<file path="src/rtl/multibyte_adder_seq_pkg.sv">
// Shared constants and state encoding for the byte-serial wide adder.
package multibyte_adder_seq_pkg;

  localparam int BYTE_W = 8;

  typedef enum logic [1:0] {
    IDLE = 2'd0,
    RUN  = 2'd1,
    DONE = 2'd2
  } state_t;

endpackage

</file>
<file path="src/rtl/adder_byte_slice.sv">
// Combinational 8-bit add slice with carry-in and carry-out.
module adder_byte_slice (
  input  logic [7:0] x,
  input  logic [7:0] y,
  input  logic       ci,
  output logic [7:0] s,
  output logic       co
);

  assign {co, s} = {1'b0, x} + {1'b0, y} + {8'b0, ci};

endmodule

</file>
<file path="src/rtl/multibyte_adder_seq.sv">
// Byte-serial NBYTES-wide add/subtract built around one shared 8-bit slice,
// LSB first through a registered carry, with valid/ready on both sides.
module multibyte_adder_seq
  import multibyte_adder_seq_pkg::*;
#(
  parameter int NBYTES = 4
) (
  input  logic                   clk,
  input  logic                   rst,
  input  logic                   start_valid,
  output logic                   start_ready,
  input  logic [8*NBYTES-1:0]    a,
  input  logic [8*NBYTES-1:0]    b,
  input  logic                   cin,
  input  logic                   sub,
  output logic                   done_valid,
  input  logic                   done_ready,
  output logic [8*NBYTES-1:0]    sum,
  output logic                   cout,
  output logic                   ovf,
  output logic                   busy
);

  localparam int W     = BYTE_W * NBYTES;
  localparam int IDX_W = $clog2(NBYTES);
  localparam logic [IDX_W-1:0] LAST_IDX = IDX_W'(NBYTES - 1);

  state_t             state, state_next;
  logic [IDX_W-1:0]   idx;
  logic               carry;
  logic [W-1:0]       a_sh, b_sh, sum_sh;
  logic               cout_r, ovf_r;
  logic [BYTE_W-1:0]  slice_s;
  logic               slice_co;
  logic               accept, last_byte;

  assign accept    = start_valid && (state == IDLE);
  assign last_byte = (state == RUN) && (idx == LAST_IDX);

  adder_byte_slice u_slice (
    .x  (a_sh[BYTE_W-1:0]),
    .y  (b_sh[BYTE_W-1:0]),
    .ci (carry),
    .s  (slice_s),
    .co (slice_co)
  );

  // NOTE: sequential state uses non-blocking assignments so every register
  // samples pre-edge values regardless of process evaluation order.
  always_ff @(posedge clk or posedge rst) begin
    if (rst) state <= IDLE;
    else     state <= state_next;
  end

  // NOTE: state_next gets a default before the case so no path leaves it
  // unassigned, which would otherwise infer a latch.
  always_comb begin
    state_next = state;
    unique case (state)
      IDLE:    if (accept) state_next = RUN;
      RUN:     if (last_byte) state_next = DONE;
      DONE:    if (done_ready) state_next = IDLE;
      default: state_next = IDLE;
    endcase
  end

  // NOTE: the operand shifters are reset along with the visible result so a
  // mid-operation reset leaves no stale data anywhere in the datapath.
  always_ff @(posedge clk or posedge rst) begin
    if (rst) begin
      idx    <= '0;
      carry  <= 1'b0;
      a_sh   <= '0;
      b_sh   <= '0;
      sum_sh <= '0;
      cout_r <= 1'b0;
      ovf_r  <= 1'b0;
    end else if (accept) begin
      a_sh  <= a;
      b_sh  <= sub ? ~b : b;
      carry <= sub | cin;
      idx   <= '0;
    end else if (state == RUN) begin
      a_sh   <= a_sh >> BYTE_W;
      b_sh   <= b_sh >> BYTE_W;
      sum_sh <= {slice_s, sum_sh[W-1:BYTE_W]};
      carry  <= slice_co;
      idx    <= idx + 1'b1;
      if (last_byte) begin
        // Top byte is in the slice now: its bit 7 carries the sign.
        cout_r <= slice_co;
        ovf_r  <= (a_sh[BYTE_W-1] == b_sh[BYTE_W-1]) &&
                  (slice_s[BYTE_W-1] != a_sh[BYTE_W-1]);
      end
    end
  end

  assign start_ready = (state == IDLE);
  assign done_valid  = (state == DONE);
  assign busy        = (state != IDLE);
  assign sum         = sum_sh;
  assign cout        = cout_r;
  assign ovf         = ovf_r;

endmodule

</file>
<file path="config.mk">
export PLATFORM = sky130hd
export DESIGN_NAME = multibyte_adder_seq
export DESIGN_NICKNAME = d
export VERILOG_FILES = /design/src/rtl/multibyte_adder_seq_pkg.sv /design/src/rtl/adder_byte_slice.sv /design/src/rtl/multibyte_adder_seq.sv
export SDC_FILE = /design/constraint.sdc
export NUM_CORES = 1
export LEC_CHECK = 0
export CAP_MARGIN = 40
export CORE_ASPECT_RATIO = 1.4
export CORE_MARGIN = 2
export CORE_UTILIZATION = 54
export CTS_CLUSTER_DIAMETER = 100
export DETAILED_ROUTE_END_ITERATION = 16
export HOLD_SLACK_MARGIN = 0.08
export PLACE_DENSITY = 0.85
export SLEW_MARGIN = 20
export SYNTH_ARGS = -nofsm -noshare
export SYNTH_HDL_FRONTEND = slang
export SYNTH_SLANG_ARGS = --single-unit
</file>
<file path="constraint.sdc">
create_clock -name clk -period 9.8 [get_ports clk]
set_clock_uncertainty 0.05 [all_clocks]
set_input_delay 1.96 -clock clk [delete_from_list [all_inputs] [get_ports clk]]
set_output_delay 1.96 -clock clk [all_outputs]
set_load 0.02 [all_outputs]
</file>
# Word-level counts from Yosys, hierarchy flattened
# Cells that the tools add are included.
# word_totals
register_bits	103
latchBits	0
ram_bits	0
rom_bits	0
inputBits	70
out_inout_bits	37
elab_cells	44
memories	0
# op_classes
n_addsub	3
multipliers	0
div	0
order_cmp	0
eq_ne	8
n_shift	0
muxes	13
n_bitwise	3
reduce_logical	9
# ops
operator	count
$mux W32	5
$not A32 Y32	1
$mux W2	5
$add A8 B8 Y9	1
$add A9 B1 Y9	1
$pmux W2 S3	1
$reduce_and A3 Y1	2
$eq A2 B2 Y1 const B	2
$ne A2 B1 Y1 const B	2
$reduce_bool A2 Y1	2
$logic_and A1 B1 Y1	3
$add A2 B1 Y2 const B	1
$eq A2 B1 Y1 const B	1
$logic_not A2 Y1	1
$mux W1	2
$ne A2 B2 Y1 const B	1
$reduce_and A2 Y1	1
$eq A1 B1 Y1	1
$ne A1 B1 Y1	1
$not A1 Y1	1
$or A1 B1 Y1	1

# Longest topological paths before layout
# depth
depth_word	4
depth_mapped	7
ltp_nobuf	7

# By module
# Synthesis repeated with hierarchy kept, for this count alone.
# unflattened
hier_cells	560
area_unflattened_um2	5039.8
# by_module_without_submodules
mod	instances	cells_each	area_per_inst_um2	seq_area_each_um2
multibyte_adder_seq	1	520	4708.3	2577.5
adder_byte_slice	1	40	331.6	0.0

# Worst setup path before layout
# OpenSTA, ideal clock, no wires.
# synth_path
path_kind	input port to flip-flop
from	in sub
to	reg b_sh[5]
setup_time_ns	0.126
t_arrival_ns	2.796
required_time_ns	9.624
setup_slack_ns	6.828
stages	5
n_path_buf	2
cell_sequence	buf_2 -> buf_2 -> xnor2_1 -> nor2_1 -> a221o_1
# synth_between
elab_chain_len	2
# synth_rtl
item	line_no	rtl
from (decl)	multibyte_adder_seq.sv:15	input logic sub,
$mux W32	multibyte_adder_seq.sv:80	b_sh <= sub ? ~b : b;
$mux W32	multibyte_adder_seq.sv:78	end else if (accept) begin
to (signal assigned)	multibyte_adder_seq.sv:80	
to (signal assigned)	multibyte_adder_seq.sv:85	b_sh <= b_sh >> BYTE_W;
to (decl)	multibyte_adder_seq.sv:31	logic [W-1:0] a_sh, b_sh, sum_sh;
# Every way passes these cells.
# A chain may end at the register's enable or synchronous reset.

# Final worst setup path
# layout_path
from	in start_valid
to	reg carry
# layout_between
elab_chain_len	2
elab_cells_between_ends	3
classes_between	mux (1); reduce/logical (2)
# layout_rtl
item	line_no	rtl
from (decl)	multibyte_adder_seq.sv:10	input logic start_valid,
$logic_and A1 B1 Y1 (*)	multibyte_adder_seq.sv:37	assign accept = start_valid && (state == IDLE);
$mux W1 / $reduce_bool A2 Y1 (equally long branches)	-	
to (signal assigned)	multibyte_adder_seq.sv:81	carry <= sub | cin;
to (signal assigned)	multibyte_adder_seq.sv:87	carry <= slice_co;
to (decl)	multibyte_adder_seq.sv:30	logic carry;
# Mark *: on every way between the ends. The rest lies on a longest branch, timed or not.

==> metrics.md <==
| Metric | Value |
|---|---|
| DRT Pass-1 Iters | `5` |
| Avg Cell Area, Syn | `9.784 um^2` |
| FF-to-FF Start | `carry` |
| WL/cell | `15.12 um` |
| Worst skew pair latency | `0.35 ns` |
| Core Util, Final | `72.40%` |
| Yosys warning count | `0` |
| CP Capture Point | `carry` |
| Top cells by instance count after synthesis | `nand2_1 (156), dfrtp_1 (103), xnor2_1 (36), nor2_1 (27), a221o_1 (25)` |
| Achievable frequency | `266.3 MHz` |
| Clock Path Buffers | `2` |
| Std-Cell Rows | `40` |
| R2r setup slk | `7.14 ns` |
| Crit share post-route | `38.31%` |
| Setup TNS | `0 ns` |
| Worst path cell trace | `clkdlybuf4s50_1, and2_1, buf_8, nor2_4, buf_16, a221o_1` |
| Post-synthesis cell type count | `30` |
| Mapped cell area | `4677 um^2` |
| FF+latch count, synth | `103` |
| Critical path data arrival time | `3.93 ns` |
| Vias in the first global route | `3747` |
| Proportion of layout cells with a drive suffix above 1 | `5.391%` |
| Post-synth EDFFs | `0` |
| PwrDens | `340.7 nW/um^2` |
| Placed cell area | `5831 um^2` |
| CP max stage cell | `and2_1` |
| Starting Density | `54.97%` |
| Area leader, netlist | `dfrtp_1` |
| WP data required | `9.98 ns` |
| RSZ-0062 raised after global routing | `no` |
| Setup Viol. Count Final | `0` |
| Outcome | `completed` |
| Synth top area share | `55.11%` |
| Layout Cells excl Fill | `680` |
| Synth Flop Type | `dfrtp_1` |
| Initial antenna violation count | `0` |
| Post-CTS resize count | `0` |
| Synth Net Count | `558` |
| CP max FO | `29` |
| Final instance area | `6160 um^2` |
| Vias | `3745` |
| Layout area overhead | `31.70%` |
| Total track usage | `24.25%` |
| Crit. Startpoint | `start_valid` |
| Slew of the pin with the lowest slew margin | `0.7859 ns` |
| Max VDD drop | `0.3228 mV` |
| Fin. max-slew vios | `0` |
| Hold crit path type | `flip-flop to flip-flop` |
| Post-route setup slack | `6.045 ns` |
| Place WS | `5.715 ns` |
| Post-detail-place hpwl | `7.284 mm` |
| FILL cells | `620` |
| Final wirelength | `10.28 mm` |
| Post-DRT Antenna Nets | `0` |
| Area contributors post-synth | `dfrtp_1 (55%), nand2_1 (13%), xnor2_1 (6.7%)` |
| Port Buffers | `106` |
| Worst flop-to-flop path endpoint | `carry` |
| Leakage | `2.841 nW` |
| Maxcap violations | `0` |
| TritonCTS Sinks | `103` |
| CTS tree | `done` |
| DRC | `0` |
| Core Footprint | `8508 um^2` |
| Register area share after synthesis | `55.11%` |
| Chip width | `82.66 um` |
| Final Hold Viols | `0` |
| GPL Wtd Cong | `0.8020` |
| Startpoint Class | `input port` |
| R2R depth | `7` |
| Setup CP Type | `input port to flip-flop` |
| H-tree Lvls | `3` |
| DIE HEIGHT | `114.1 um` |
| Post-Syn Instances | `478` |
| Hold slack | `0.4230 ns` |
| Post-layout min period | `3.755 ns` |
| Cts hold-fix bufs | `0` |
| Worst path bufs/invs | `3` |
| Hold Path Depth | `2` |
| First-pass GRT wire length | `17.59 mm` |
| Slowest stage delay, CP | `0.59 ns` |
| Crit path max-delay family | `buffers and inverters` |
| Placed Instances | `663` |
| Fraction of registers with async set/reset | `100.0%` |
| Most common cell in the synthesized netlist | `nand2_1` |
| Critical path endpoint category | `flip-flop` |
| Largest net degree at the start of global routing | `78` |
| Stages on the worst setup path | `6` |
| Clock root cell | `clkbuf_16` |
| Detailed Route Iter0 Violations | `237` |
| Clock slew at reported path FFs | `0.07 ns` |
| Antenna Cells | `0` |
| Final Power | `2.099 mW` |
| Via density | `5.507` |
| Postcts setup bufs | `0` |
| Total grt overflow | `0` |
| Final-stage net count | `650` |
| Full die area | `9432 um^2` |
| Total CTS buffers | `9` |
| Slew Limit Headroom | `47.60%` |
| # IOs | `107` |
## worst min path at each step
stage                  start  endpoint
global route          sum[6]    sum[6]
CTS                   sum[6]    sum[6]
floorplan           a_sh[10]  a_sh[10]
finish                sum[4]    sum[4]
detailed placement    sum[4]    sum[4]
global placement      sum[3]    sum[3]
## placed cells by master (no fill, tap or decap), drive strengths merged
master and instances:
mux2 1, o21bai 1, bufinv 1, a211oi 1
nand2 156, buf 9, clkinv 2, a221o 25
a21oi 5, ha 8, nor2 29, nand2b 2
clkdlybuf4s50 105, fa 2, and2 1, o211ai 2
a21o 1, o31ai 1, o21a 1, o21ai 22
a22oi 24, clkbuf 10, nor2b 1, xnor2 36
inv 4, xor2 3, dfrtp 103, clkinvlp 3
nand3 16
## flip-flops by register name, indices dropped and copies added (netlist names)
name	flops
a_sh	32
carry	1
sum	32
cout	1
ovf	1
b_sh	32
idx	2
state	2
## cells by family (layout without fill, tap and decap cells)
group | after synthesis | in the layout | share of synthesized area (%)
flops | 103 | 103 | 55.11
buf+inv | 37 | 134 | 3.718
xor+xnor | 39 | 39 | 7.303
fa+ha+maj | 10 | 10 | 2.996
mux | 1 | 1 | 0.2408
simple gates | 205 | 205 | 17.42
compound gates | 83 | 83 | 13.22
## metal layers
| layer | GRT usage, % | wire [um] |
|---|---|---|
| met1 | 30.21 | 4109 |
| met2 | 41.67 | 5415 |
| met3 | 3.943 | 485 |
| met4 | 9.399 | 270 |
| met5 | 0 | 0 |
## layout make-up
| class | count | area, um^2 | share of cell area, % |
|---|---|---|---|
| Timing Repair Buffer | 114 | 1189 | 19.30 |
| Clock buffer | 10 | 239.0 | 3.880 |
| Clock inverter | 6 | 70.07 | 1.138 |
| Multi-Input combinational cell | 338 | 1936 | 31.42 |
| Sequential cell | 103 | 2577 | 41.84 |
| Inverter | 4 | 17.52 | 0.2844 |
| Tap cell | 105 | 131.4 | 2.133 |
## tightest hold or removal path, stage by stage (launching register included)
cell     delay, ns
dfrtp_1       0.34
nand2_1       0.05
nand2_1       0.05
## where the power goes
part           internal (mW)  switching (mW)
Sequential             0.622           0.132
Combinational          0.435           0.547
Clock                  0.206           0.156
Power figures use the tool's default switching activity.
